**src/rtl/controller_fsm_param_if.sv**
```systemverilog
// Control bus between the controller FSM and the CPU datapath (IR, PC, memory, RF, ALU).
// Controller side is the master; the datapath side is the slave.
interface controller_fsm_param_if #(
    parameter int IW   = 16,
    parameter int DAW  = 8,
    parameter int RFAW = 4,
    parameter int PCW  = 8,
    parameter int CNTW = 16
);
    logic [IW-1:0]   instruction;
    logic            RFAZero;
    logic            Resume;
    logic            PCClr;
    logic            PCUp;
    logic            PCLd;
    logic [PCW-1:0]  PCTarget;
    logic            IRLd;
    logic [DAW-1:0]  DAddr;
    logic            DWrite;
    logic            RFSelect;
    logic [RFAW-1:0] RFWriteAddr;
    logic            RFWriteEnable;
    logic [RFAW-1:0] RFAReadAddr;
    logic [RFAW-1:0] RFBReadAddr;
    logic [2:0]      ALUSelect;
    logic            Illegal;
    logic            Halted;
    logic [CNTW-1:0] InstrCount;
    logic [3:0]      CurrentStateOut;
    logic [3:0]      NextStateOut;

    modport master (
        input  instruction, RFAZero, Resume,
        output PCClr, PCUp, PCLd, PCTarget, IRLd, DAddr, DWrite, RFSelect,
               RFWriteAddr, RFWriteEnable, RFAReadAddr, RFBReadAddr, ALUSelect,
               Illegal, Halted, InstrCount, CurrentStateOut, NextStateOut
    );

    modport slave (
        output instruction, RFAZero, Resume,
        input  PCClr, PCUp, PCLd, PCTarget, IRLd, DAddr, DWrite, RFSelect,
               RFWriteAddr, RFWriteEnable, RFAReadAddr, RFBReadAddr, ALUSelect,
               Illegal, Halted, InstrCount, CurrentStateOut, NextStateOut
    );
endinterface

```
**src/rtl/controller_fsm_param.sv**
```systemverilog
// Parametrised CPU controller: fetch/decode FSM with counted load wait, branches, HALT and TRAP.
// Outputs are combinational from state and instruction; only InstrCount is registered.
module controller_fsm_param #(
    parameter int IW        = 16,
    parameter int DAW       = 8,
    parameter int RFAW      = 4,
    parameter int PCW       = 8,
    parameter int LOAD_WAIT = 1,
    parameter int CNTW      = 16
) (
    input  logic                    Clk,
    input  logic                    Rst,
    controller_fsm_param_if.master  bus
);
    typedef enum logic [3:0] {
        S_INIT   = 4'b1000,
        S_FETCH  = 4'b1111,
        S_DECODE = 4'b1100,
        S_NOOP   = 4'b0000,
        S_STORE  = 4'b0001,
        S_LOAD_A = 4'b0010,
        S_ADD    = 4'b0011,
        S_SUB    = 4'b0100,
        S_HALT   = 4'b0101,
        S_LOAD_B = 4'b0110,
        S_JMP    = 4'b0111,
        S_JZ     = 4'b1001,
        S_TRAP   = 4'b1010
    } state_t;

    localparam logic [3:0] WAIT_LAST = 4'(LOAD_WAIT - 1);

    state_t          state, nstate;
    logic [3:0]      wait_cnt;
    logic [CNTW-1:0] instr_cnt;

    logic [3:0]      opcode;
    logic [DAW-1:0]  la, sd;
    logic [RFAW-1:0] ra, rb, rw, jz_ra;
    logic [PCW-1:0]  tgt;

    assign opcode = bus.instruction[IW-1 -: 4];
    assign la     = bus.instruction[DAW+RFAW-1:RFAW];
    assign sd     = bus.instruction[DAW-1:0];
    assign ra     = bus.instruction[3*RFAW-1:2*RFAW];
    assign rb     = bus.instruction[2*RFAW-1:RFAW];
    assign rw     = bus.instruction[RFAW-1:0];
    assign jz_ra  = bus.instruction[IW-5 -: RFAW];
    assign tgt    = bus.instruction[PCW-1:0];

    always_ff @(posedge Clk) begin
        if (Rst) state <= S_INIT;
        else     state <= nstate;
    end

    // Wait counter is zero whenever we are outside LOAD_A, so it enters LOAD_A at 0.
    always_ff @(posedge Clk) begin
        if (Rst) begin
            wait_cnt  <= '0;
            instr_cnt <= '0;
        end else begin
            wait_cnt <= (state == S_LOAD_A) ? wait_cnt + 4'd1 : 4'd0;
            if (state == S_DECODE) instr_cnt <= instr_cnt + CNTW'(1);
        end
    end

    always_comb begin
        nstate = S_INIT;
        case (state)
            S_INIT:   nstate = S_FETCH;
            S_FETCH:  nstate = S_DECODE;
            S_DECODE: begin
                case (opcode)
                    4'd0:    nstate = S_NOOP;
                    4'd1:    nstate = S_STORE;
                    4'd2:    nstate = S_LOAD_A;
                    4'd3:    nstate = S_ADD;
                    4'd4:    nstate = S_SUB;
                    4'd5:    nstate = S_HALT;
                    4'd6:    nstate = S_JMP;
                    4'd7:    nstate = S_JZ;
                    default: nstate = S_TRAP;
                endcase
            end
            S_LOAD_A: nstate = (wait_cnt == WAIT_LAST) ? S_LOAD_B : S_LOAD_A;
            S_HALT:   nstate = bus.Resume ? S_FETCH : S_HALT;
            S_NOOP, S_STORE, S_ADD, S_SUB, S_LOAD_B, S_JMP, S_JZ, S_TRAP:
                      nstate = S_FETCH;
            default:  nstate = S_INIT;
        endcase
    end

    always_comb begin
        bus.PCClr         = 1'b0;
        bus.PCUp          = 1'b0;
        bus.PCLd          = 1'b0;
        bus.PCTarget      = '0;
        bus.IRLd          = 1'b0;
        bus.DAddr         = '0;
        bus.DWrite        = 1'b0;
        bus.RFSelect      = 1'b0;
        bus.RFWriteAddr   = '0;
        bus.RFWriteEnable = 1'b0;
        bus.RFAReadAddr   = '0;
        bus.RFBReadAddr   = '0;
        bus.ALUSelect     = 3'b000;
        bus.Illegal       = 1'b0;
        bus.Halted        = 1'b0;
        case (state)
            S_INIT:  bus.PCClr = 1'b1;
            S_FETCH: begin
                bus.PCUp = 1'b1;
                bus.IRLd = 1'b1;
            end
            S_LOAD_A, S_LOAD_B: begin
                bus.DAddr         = la;
                bus.RFSelect      = 1'b1;
                bus.RFWriteAddr   = rw;
                bus.RFWriteEnable = (state == S_LOAD_B);
            end
            S_STORE: begin
                bus.DAddr       = sd;
                bus.RFAReadAddr = ra;
                bus.DWrite      = 1'b1;
            end
            S_ADD, S_SUB: begin
                bus.RFAReadAddr   = ra;
                bus.RFBReadAddr   = rb;
                bus.RFWriteAddr   = rw;
                bus.RFWriteEnable = 1'b1;
                bus.ALUSelect     = (state == S_ADD) ? 3'b001 : 3'b010;
            end
            S_JMP: begin
                bus.PCLd     = 1'b1;
                bus.PCTarget = tgt;
            end
            // Conditional branch never increments the PC, even when not taken.
            S_JZ: begin
                bus.RFAReadAddr = jz_ra;
                bus.PCTarget    = tgt;
                bus.PCLd        = bus.RFAZero;
            end
            S_HALT:  bus.Halted  = 1'b1;
            S_TRAP:  bus.Illegal = 1'b1;
            default: ;
        endcase
    end

    assign bus.InstrCount      = instr_cnt;
    assign bus.CurrentStateOut = state;
    assign bus.NextStateOut    = nstate;
endmodule
```
**src/flat_wrapper.sv**
```systemverilog
// flat-port wrapper written by rule: the top's interface ports become plain ports
module controller_fsm_param_flat 
#(
    parameter int IW        = 16,
    parameter int DAW       = 8,
    parameter int RFAW      = 4,
    parameter int PCW       = 8,
    parameter int LOAD_WAIT = 1,
    parameter int CNTW      = 16
)
  (Clk, Rst, bus_instruction, bus_RFAZero, bus_Resume, bus_PCClr, bus_PCUp, bus_PCLd, bus_PCTarget, bus_IRLd, bus_DAddr, bus_DWrite, bus_RFSelect, bus_RFWriteAddr, bus_RFWriteEnable, bus_RFAReadAddr, bus_RFBReadAddr, bus_ALUSelect, bus_Illegal, bus_Halted, bus_InstrCount, bus_CurrentStateOut, bus_NextStateOut);
  controller_fsm_param_if #(.IW(IW), .DAW(DAW), .RFAW(RFAW), .PCW(PCW), .CNTW(CNTW)) bus_i ();
  input  logic Clk;
  input  logic Rst;
  input wire logic [$bits(bus_i.instruction)-1:0] bus_instruction;
  input wire logic [$bits(bus_i.RFAZero)-1:0] bus_RFAZero;
  input wire logic [$bits(bus_i.Resume)-1:0] bus_Resume;
  output wire logic [$bits(bus_i.PCClr)-1:0] bus_PCClr;
  output wire logic [$bits(bus_i.PCUp)-1:0] bus_PCUp;
  output wire logic [$bits(bus_i.PCLd)-1:0] bus_PCLd;
  output wire logic [$bits(bus_i.PCTarget)-1:0] bus_PCTarget;
  output wire logic [$bits(bus_i.IRLd)-1:0] bus_IRLd;
  output wire logic [$bits(bus_i.DAddr)-1:0] bus_DAddr;
  output wire logic [$bits(bus_i.DWrite)-1:0] bus_DWrite;
  output wire logic [$bits(bus_i.RFSelect)-1:0] bus_RFSelect;
  output wire logic [$bits(bus_i.RFWriteAddr)-1:0] bus_RFWriteAddr;
  output wire logic [$bits(bus_i.RFWriteEnable)-1:0] bus_RFWriteEnable;
  output wire logic [$bits(bus_i.RFAReadAddr)-1:0] bus_RFAReadAddr;
  output wire logic [$bits(bus_i.RFBReadAddr)-1:0] bus_RFBReadAddr;
  output wire logic [$bits(bus_i.ALUSelect)-1:0] bus_ALUSelect;
  output wire logic [$bits(bus_i.Illegal)-1:0] bus_Illegal;
  output wire logic [$bits(bus_i.Halted)-1:0] bus_Halted;
  output wire logic [$bits(bus_i.InstrCount)-1:0] bus_InstrCount;
  output wire logic [$bits(bus_i.CurrentStateOut)-1:0] bus_CurrentStateOut;
  output wire logic [$bits(bus_i.NextStateOut)-1:0] bus_NextStateOut;
  assign bus_i.instruction = bus_instruction;
  assign bus_i.RFAZero = bus_RFAZero;
  assign bus_i.Resume = bus_Resume;
  assign bus_PCClr = bus_i.PCClr;
  assign bus_PCUp = bus_i.PCUp;
  assign bus_PCLd = bus_i.PCLd;
  assign bus_PCTarget = bus_i.PCTarget;
  assign bus_IRLd = bus_i.IRLd;
  assign bus_DAddr = bus_i.DAddr;
  assign bus_DWrite = bus_i.DWrite;
  assign bus_RFSelect = bus_i.RFSelect;
  assign bus_RFWriteAddr = bus_i.RFWriteAddr;
  assign bus_RFWriteEnable = bus_i.RFWriteEnable;
  assign bus_RFAReadAddr = bus_i.RFAReadAddr;
  assign bus_RFBReadAddr = bus_i.RFBReadAddr;
  assign bus_ALUSelect = bus_i.ALUSelect;
  assign bus_Illegal = bus_i.Illegal;
  assign bus_Halted = bus_i.Halted;
  assign bus_InstrCount = bus_i.InstrCount;
  assign bus_CurrentStateOut = bus_i.CurrentStateOut;
  assign bus_NextStateOut = bus_i.NextStateOut;
  controller_fsm_param #(.IW(IW), .DAW(DAW), .RFAW(RFAW), .PCW(PCW), .LOAD_WAIT(LOAD_WAIT), .CNTW(CNTW)) u_core (.Clk(Clk), .Rst(Rst), .bus(bus_i));
endmodule
```
**config.mk**
```make
export PLATFORM = sky130hd
export DESIGN_NAME = controller_fsm_param_flat
export DESIGN_NICKNAME = d
export VERILOG_FILES = /design/src/rtl/controller_fsm_param_if.sv /design/src/rtl/controller_fsm_param.sv /design/src/flat_wrapper.sv
export SDC_FILE = /design/constraint.sdc
export NUM_CORES = 1
export LEC_CHECK = 0
export BUFFER_PORTS_ARGS = -buffer_cell sky130_fd_sc_hd__buf_2
export CORE_ASPECT_RATIO = 0.6
export CORE_MARGIN = 2
export CORE_UTILIZATION = 48
export CTS_CLUSTER_DIAMETER = 100
export CTS_CLUSTER_SIZE = 10
export DETAILED_ROUTE_END_ITERATION = 7
export PLACE_DENSITY = 0.84
export SETUP_SLACK_MARGIN = 0.2
export SLEW_MARGIN = 20
export SYNTH_ARGS = -nofsm -noshare
export SYNTH_HDL_FRONTEND = slang
export SYNTH_SLANG_ARGS = --single-unit
```
**constraint.sdc**
```tcl
create_clock -name Clk -period 3.6 [get_ports Clk]
set_input_delay 0.72 -clock Clk [delete_from_list [all_inputs] [get_ports Clk]]
set_output_delay 0.72 -clock Clk [all_outputs]
set_load 0.1 [all_outputs]
```
After elaboration in Yosys (flattened, before gate mapping)
Memory sizes are Yosys's and may differ from the RTL's.
Cells that the tools add are included.
Word-level totals
  register bits after elaboration: 24
  bits in latches: 0
  memory bits (writable): 0
  memory bits (read-only): 32
  input bits: 20
  output and inout bits: 64
  word-level logic and storage cells: 47
  memories: 1
Memory list
  (name not given): words 8, bits a word 4, read ports 1, clocked after Yosys merged registers in 0, write ports 0, RTL line controller_fsm_param.sv:73  | case (opcode)
Cells by class
  $add $sub $neg: 2
  multiply operators: 0
  divide/modulo/power cells: 0
  $lt $le $gt $ge: 0
  eq/ne operators: 12
  shift-type cells: 0
  multiplexer cells: 19
  bitwise logic cells: 1
  reduce and logical (&&, ||, !) cells: 9
Operator list (count)
  == test 4 bit (second input constant): 5
  2-to-1 mux 4 bit: 5
  case mux 4 bit (5 select lines): 1
  adder 16 x 1 -> 16 bit (second input constant): 1
  == test 4 x 3 -> 1 bit (second input constant): 4
  case mux 8 bit (2 select lines): 1
  OR reduction 9 bit: 1
  == test 4 x 2 -> 1 bit (second input constant): 2
  logical NOT 4 bit: 2
  2-to-1 mux 8 bit: 1
  OR reduction 2 bit: 4
  OR reduction 4 bit: 2
  2-to-1 mux 1 bit: 6
  2-to-1 mux 3 bit: 2
  adder 4 x 1 -> 4 bit (second input constant): 1
  == test 4 x 1 -> 1 bit (second input constant): 1
  case mux 1 bit (2 select lines): 2
  2-to-1 mux 2 bit: 1
  inverter 1 bit: 1

Longest topological paths before layout
Gate-level depths: netlist of the first run.
  depth after elaboration: 3
  depth in mapped cells: 6
  gate-level depth less buffers: 5

Worst setup path before layout of the first run
OpenSTA, ideal clock, no wires.
  kind: flip-flop to output port
  from: register u_core.state[3], in the netlist u_core.bus.CurrentStateOut[3]
  to: output bus_NextStateOut[2]
  arrival: 3.921 ns
  required time: 2.880 ns
  path slack: -1.041 ns
  stages on the path, launching flop included: 7
  buffers on the path: 2
  cell sequence: dfxtp_1 > clkbuf_2 > buf_1 > nand2_1 > nor2_1 > nor2_1 > nand3_1
Between the ends
  word-level cells in the longest chain between the ends: 3
  elaborated cells on any way between the ends: 15
  those cells by class: eq/ne (12); mux (1); reduce/logical (2)
RTL lines
  start, declared: RTL line controller_fsm_param.sv:33  | state_t state, nstate;
  start signal, assigned: RTL line controller_fsm_param.sv:53  | else state <= nstate;
  == test 4 bit, or another cell as far along: RTL line controller_fsm_param.sv:69  | case (state)
  OR reduction 9 bit (no line)
  case mux 4 bit (5 select lines) *: RTL line controller_fsm_param.sv:69
  end, declared: RTL line flat_wrapper.sv:35  | output wire logic [$bits(bus_i.NextStateOut)-1:0] bus_NextStateOut;
Every way passes the cells marked *; elsewhere a longest branch is shown, timed or not.

Worst setup path in the final report of the first run
  from: register u_core.state[2], in the netlist u_core.bus.CurrentStateOut[2]
  to: output bus_RFBReadAddr[2]
Between the ends
  word-level cells in the longest chain between the ends: 3
  elaborated cells on any way between the ends: 4
  those cells by class: eq/ne (2); mux (1); reduce/logical (1)
RTL lines
  == test 4 x 3 -> 1 bit or == test 4 x 2 -> 1 bit (tied branches): RTL line controller_fsm_param.sv:109  | case (state)
  OR reduction 2 bit *: RTL line controller_fsm_param.sv:109
  2-to-1 mux 4 bit *: RTL line controller_fsm_param.sv:109
  end, declared: RTL line flat_wrapper.sv:29  | output wire logic [$bits(bus_i.RFBReadAddr)-1:0] bus_RFBReadAddr;
Marks and branches as above.

==> flow_metrics.py, run 1 <==
metrics = {
    "setup_path": {
        "end_kind": "primary output",
        "slowest_delay_ps": 720,
        "required_ps": 2880,
        "crit_type": "flop to primary output",
        "critPathArrivalTime_ps": 2390,
        "cp-start-kind": "flop",
        "cp_slowest_cell": "dfxtp_1",
        "crit_fanout": 15,
        "cp_cell_sequence": "nand2b_1, or2_2, a21oi_1, and2_1, buf_2",
        "critPathBufInv": 1,
        "crit_family": "flip-flops",
    },
    "timing": {
        "worstMarginPinSlew_ps": 742,
        "fin_crit_ps": 3110,
        "clock_skew_ps": 6.21,
        "setup_ws_ps": 487,
        "slew_headroom_pct": 50.0,
        "timing.final.crit_share_pct": 86.5,
        "rsz0062_at_grt": "no",
        "holdWs_ps": 468,
        "max_freq_ghz": 0.321,
        "setup_viol": 0,
        "final_hold_viol_count": 0,
        "slew_violations": 0,
    },
    "yosys": {
        "syn-cell-area_sq_mm": 0.00155,
        "ys_warn_count": 0,
        "yosysUniqueCellTypes": 43,
        "postSynthCellCount": 194,
        "async_flop_share_pct": 0,
        "syn-num-nets": 217,
        "ys.flop_type": "dfxtp_1",
        "synth-edff-count": 0,
        "avgSynthCellArea_sq_um": 7.97,
        "ys_seq_elements": 24,
        "ys_seq_area_share_pct": 31.1,
    },
    "floorplanning": {
        "die_w_microns": 77.3,
        "die_y_microns": 48.0,
        "core_sq_mm": 0.00297,
        "num_rows": 15,
        "start_util_pct": 52.1,
        "die_area_sq_mm": 0.00370,
        "io_pins": 84,
    },
    "cts": {
        "root_buffer": "clkbuf_8",
        "cts.sinks": 24,
        "cts_buffers": 3,
        "cts_tree": "yes",
        "post-cts-setup-buffers": 0,
        "h-tree-depth": 1,
        "cts_resized": 0,
        "cts_hold_buf": 0,
        "clk_path_buf_depth": 2,
        "clock_insertion_delay_worst_skew_ps": 270,
        "cts.reportedPaths.clkPinSlew_ps": 80,
    },
    "layout": {
        "fin_nets": 293,
        "num-fill-cells": 246,
        "final_common_cell": "buf_2",
        "drive_gt1_share_pct": 42.8,
        "regArea_sq_um": 483,
        "fin_util_pct": 72.1,
        "diodes": 0,
        "multi_input_area_sq_mm": 0.00112,
        "stdcell_count": 311,
        "areaGrowthSynthToFinish_pct": 38.3,
        "mostFrequentLayoutCells": "82 x buf_2, 22 x dfxtp_1, 19 x nor2_1, 11 x nand3_1, 11 x and3_1",
    },
    "run_status": {
        "status": "finished clean",
    },
    "power": {
        "p_int_w": 0.000450,
        "combPwrFrac_pct": 47.3,
        "powerDensity_mw_per_mm2": 435,
        "ir_drop_mv": 0.340,
        "swShare_pct": 51.5,
        "cellLeakagePower_nw": 1.06,
        "power_frac_seq_pct": 33.3,
        "clkPwrFrac_pct": 19.4,
        "power_w": 0.000929,
        "p_sw_w": 0.000478,
    },
    "global_route": {
        "antenna_found_initial": 0,
        "grt-ovfl-total": 0,
        "grt_pass1_wl_microns": 6300,
        "grt_max_degree": 28,
        "grt_pass1_vias": 1321,
        "grt_util_all_layers_pct": 21.5,
    },
    "drt": {
        "dr.pass1.iters": 5,
        "antenna_left": 0,
        "vias": 1655,
        "drc_errors": 0,
        "detail_route.vias_per_cell": 5.32,
        "drt_wl_total_microns": 4210,
        "drt_iter0_markers": 97,
        "wl_per_cell_microns": 13.5,
    },
    "placed_design": {
        "pre_cts_ws_ps": 828,
        "place_hpwl_microns": 3360,
        "place.gp.congestion": 0.805,
        "portBuffers": 82,
        "placed_cells": 307,
    },
    "run": {
        "cap_viol_max_count": 0,
    },
    "worst_hold_path": {
        "hold_path_class": "flop to flop",
    },
}
## worst paths after layout
path,startpoint,endpoint,slack (ps),cells past startpoint
max,u_core.bus.CurrentStateOut[2],bus_RFBReadAddr[2],490,5
min,u_core.wait_cnt[0],u_core.wait_cnt[0],470,1
max reg2reg,u_core.bus.CurrentStateOut[2],u_core.bus.InstrCount[9],1510,4
min reg2reg,u_core.wait_cnt[0],u_core.wait_cnt[0],470,1
## layout make-up
| type | instances | share of cell area (%) |
|---|---|---|
| clock buffers | 4 | 2.58 |
| inverters | 5 | 0.878 |
| multi-input cells | 154 | 52.3 |
| flip-flops and latches | 24 | 22.6 |
| well taps | 42 | 2.46 |
| repair buffers | 82 | 19.2 |
## power by group through the flow
stage | clock network, W | registers (W) | logic [W]
after floorplan | 0 | 0.000351 | 0.000337
after global placement | 0 | 0.000314 | 0.000437
after CTS | 0.000184 | 0.000309 | 0.000439
final | 0.000180 | 0.000309 | 0.000439
after global routing | 0.000198 | 0.000314 | 0.000454
after detailed placement | 0 | 0.000315 | 0.000439
## Yosys cell counts (2+ instances only)
cell,n,area [sq um]
a21oi_1,11,55.1
a22o_1,8,70.1
a31oi_1,3,18.8
and2_1,8,50.1
and3_1,11,68.8
and4_1,2,17.5
buf_4,3,22.5
clkbuf_1,5,18.8
dfxtp_1,24,480
ha_1,3,37.5
inv_1,5,18.8
nand2_1,8,30.0
nand2b_1,6,37.5
nand3_1,11,55.1
nand4_1,5,31.3
nor2_1,21,78.8
nor2b_1,6,37.5
nor3_1,3,15.0
nor3b_1,2,15.0
o21ai_0,9,45.0
o31a_1,2,17.5
or2_2,3,18.8
or3_1,7,43.8
xnor2_1,3,26.3
xor2_1,7,61.3
## logic make-up (layout without fill, tap and decap cells)
family / count (synthesis) / after routing / share of synthesized area, %
xor+xnor: 10 / 10 / 5.67
other cells: 1 / 1 / 0.243
fa+ha+maj: 3 / 3 / 2.43
compound gates: 37 / 37 / 15.5
flops: 24 / 24 / 31.1
simple gates: 101 / 101 / 38.9
mux: 2 / 2 / 1.38
buf+inv: 16 / 91 / 4.78
## metal layers
layer	GRT usage, %	vias to the layer above	wire length, microns
met5	0	-	0
met4	4.29	0	0
met3	5.66	0	286
met2	31.0	59	1830
met1	32.3	754	2090
li1	-	842	-
## state kept, by name, indices dropped and copies added (netlist names)
name                        flops
u_core.wait_cnt                 4
u_core.bus.CurrentStateOut      4
u_core.bus.InstrCount          16
## through the flow
| step | setup TNS (ps) | instance area (sq um) |
|---|---|---|
| 2_1_floorplan | -583 | 1670 |
| 5_1_grt | 0 | 2140 |
| 6_report | 0 | 2140 |
| 3_3_place_gp | 0 | 2080 |
| 4_1_cts | 0 | 2140 |
| 3_5_place_dp | 0 | 2080 |
No activity file was read; power rests on OpenSTA's default activity.
==> run 2: changes to the inputs <==
--- a/config.mk
+++ b/config.mk
@@ -5,14 +5,15 @@
 export SDC_FILE = /design/constraint.sdc
 export NUM_CORES = 1
 export LEC_CHECK = 0
+export ABC_AREA = 1
 export BUFFER_PORTS_ARGS = -buffer_cell sky130_fd_sc_hd__buf_2
 export CORE_ASPECT_RATIO = 0.6
 export CORE_MARGIN = 2
-export CORE_UTILIZATION = 48
+export CORE_UTILIZATION = 49
 export CTS_CLUSTER_DIAMETER = 100
 export CTS_CLUSTER_SIZE = 10
 export DETAILED_ROUTE_END_ITERATION = 7
-export PLACE_DENSITY = 0.84
+export PLACE_DENSITY = 0.85
 export SETUP_SLACK_MARGIN = 0.2
 export SLEW_MARGIN = 20
 export SYNTH_ARGS = -nofsm -noshare
==> flow_metrics.py, run 2 <==
metrics = {
    "layout": {
        "fin_nets": 369,
        "drive_gt1_share_pct": 39.0,
        "diodes": 0,
        "largest_reg_flops": 16,
        "mostFrequentLayoutCells": "82 x buf_2, 52 x nand2_1, 46 x inv_1, 39 x nor2_1, 20 x dfxtp_1",
        "stdcell_area_sq_mm": 0.00226,
        "final_common_cell": "buf_2",
        "areaGrowthSynthToFinish_pct": 38.9,
    },
    "timing": {
        "setup_viol": 0,
        "slew_violations": 0,
        "final_hold_viol_count": 0,
        "setup-tns-final_ps": 0,
        "max_freq_ghz": 0.361,
        "rsz0062_at_grt": "no",
        "setup_ws_ps": 829,
        "fin_crit_ps": 2770,
        "clock_skew_ps": 2.90,
        "timing.final.crit_share_pct": 77.0,
        "holdWs_ps": 447,
    },
    "yosys": {
        "synth-edff-count": 0,
        "syn-cell-area_sq_mm": 0.00163,
        "ys.flop_type": "dfxtp_1",
        "synth.most_common_cell": "inv_1",
        "yosysUniqueCellTypes": 31,
        "ys_warn_count": 0,
        "syn-num-nets": 286,
        "avgSynthCellArea_sq_um": 6.19,
        "ys_seq_elements": 24,
        "yosysTopAreaCell": "dfxtp_1",
        "async_flop_share_pct": 0,
        "yosys-top-cells-count": "54 x inv_1, 53 x nand2_1, 45 x nor2_1",
        "postSynthCellCount": 263,
        "ys_seq_area_share_pct": 29.5,
        "synth_top_area_share_pct": 29.5,
        "synth_area_leaders": "dfxtp_1 30%, inv_1 12%, nand2_1 12%",
    },
    "cts": {
        "cts_tree": "yes",
        "clock_insertion_delay_worst_skew_ps": 270,
        "root_buffer": "clkbuf_8",
        "post-cts-setup-buffers": 0,
        "cts.sinks": 24,
        "cts_buffers": 3,
        "cts_resized": 0,
        "clk_path_buf_depth": 2,
        "cts_hold_buf": 0,
        "cts.reportedPaths.clkPinSlew_ps": 80,
        "h-tree-depth": 1,
    },
    "drt": {
        "dr.pass1.iters": 4,
        "drt_iter0_markers": 61,
        "detail_route.vias_per_cell": 4.82,
        "vias": 1876,
        "drt_wl_total_microns": 4410,
        "antenna_left": 0,
        "wl_per_cell_microns": 11.3,
        "drc_errors": 0,
    },
    "global_route": {
        "grt_util_all_layers_pct": 23.9,
        "antenna_found_initial": 0,
        "grtUsageMet1_pct": 31.8,
        "grt_pass1_wl_microns": 7420,
        "grt_pass1_vias": 1679,
        "use_met3_pct": 4.85,
        "grt_max_degree": 19,
        "grt-ovfl-total": 0,
        "grt_most_used_layer": "met2",
        "grt_use_met2_pct": 40.1,
    },
    "placed_design": {
        "place_hpwl_microns": 3650,
        "pre_cts_ws_ps": 1150,
        "portBuffers": 82,
        "placed_cell_area_sq_mm": 0.00222,
        "place.gp.congestion": 0.951,
    },
    "run": {
        "cap_viol_max_count": 0,
    },
    "setup_path": {
        "required_ps": 2880,
        "crit_type": "flop to primary output",
        "cp-start-kind": "flop",
        "crit_fanout": 9,
        "end_kind": "primary output",
        "critPathArrivalTime_ps": 2050,
    },
    "floorplanning": {
        "die_w_microns": 78.4,
        "die_y_microns": 48.6,
        "die_area_sq_mm": 0.00381,
        "core_sq_mm": 0.00322,
        "io_pins": 84,
        "start_util_pct": 50.5,
        "num_rows": 16,
    },
    "worst_hold_path": {
        "hold_path_class": "flop to flop",
    },
    "run_status": {
        "status": "finished clean",
    },
}
-- run 2: cell count changes in the layout (fill, tap and decap cells not counted), moves of 8 or more --
| cell | delta |
|---|---|
| nor2_1 | +20 |
| clkinvlp_4 | +8 |
| inv_1 | +41 |
| and3_1 | -11 |
| nor2_4 | +9 |
| a22o_4 | -8 |
| nand2_1 | +44 |
| and2_1 | -8 |
-- run 2: cells by family (layout without fill, tap and decap cells) --
kind of cell	count (synthesis)	count (layout)	share of synthesized area (%)
DFF	24	24	29.5
xor gates and xnor gates	1	1	0.538
buffers and inverters	61	142	14.9
adders and majority gates	3	3	2.31
and+or+nand+nor	139	139	40.7
AOI/OAI and AO/OA	34	34	11.8
other	1	1	0.230
-- run 2: area by class of cell --
cell class,count,area [sq um]
sequential,24,485
fill,287,962
timing repair buffer,82,410
multi-input combinational,178,1020
inverter,57,245
tap,45,56.3
clock buffer,3,41.3
-- run 2: worst max-delay path: stages, from the launching register on --
cell	delay, ps
dfxtp_2	390
nor2_1	180
inv_1	110
nor2_1	270
nand4_1	160
nand3b_1	130
nor2_1	60
inv_1	60
buf_2	420
-- run 2: worst paths after layout --
path                                 startpoint                             to  slack [ps]  cells after the start
hold / removal               u_core.wait_cnt[0]             u_core.wait_cnt[0]         450                      1
setup / recovery  u_core.bus.CurrentStateOut[3]            bus_NextStateOut[2]         830                      8
hold reg to reg              u_core.wait_cnt[0]             u_core.wait_cnt[0]         450                      1
setup reg to reg  u_core.bus.CurrentStateOut[3]  u_core.bus.CurrentStateOut[0]        2010                      7
-- run 2: routing by layer --
metal,share of wire (%),up-vias
li1,-,977
met1,47,838
met2,47,57
met3,5.4,4
met4,0.66,0
met5,0,-
-- run 2: metrics by stage --
stage          cells  util [%]
6_report         389      70.1
5_1_grt          389      70.1
4_1_cts          389      70.1
3_5_place_dp     386      68.9
3_3_place_gp     386      68.9
2_1_floorplan    263         -
Power of run 2 is not shown: default switching activity piles up to over one toggle a cycle in this logic, so the estimate is an artifact.
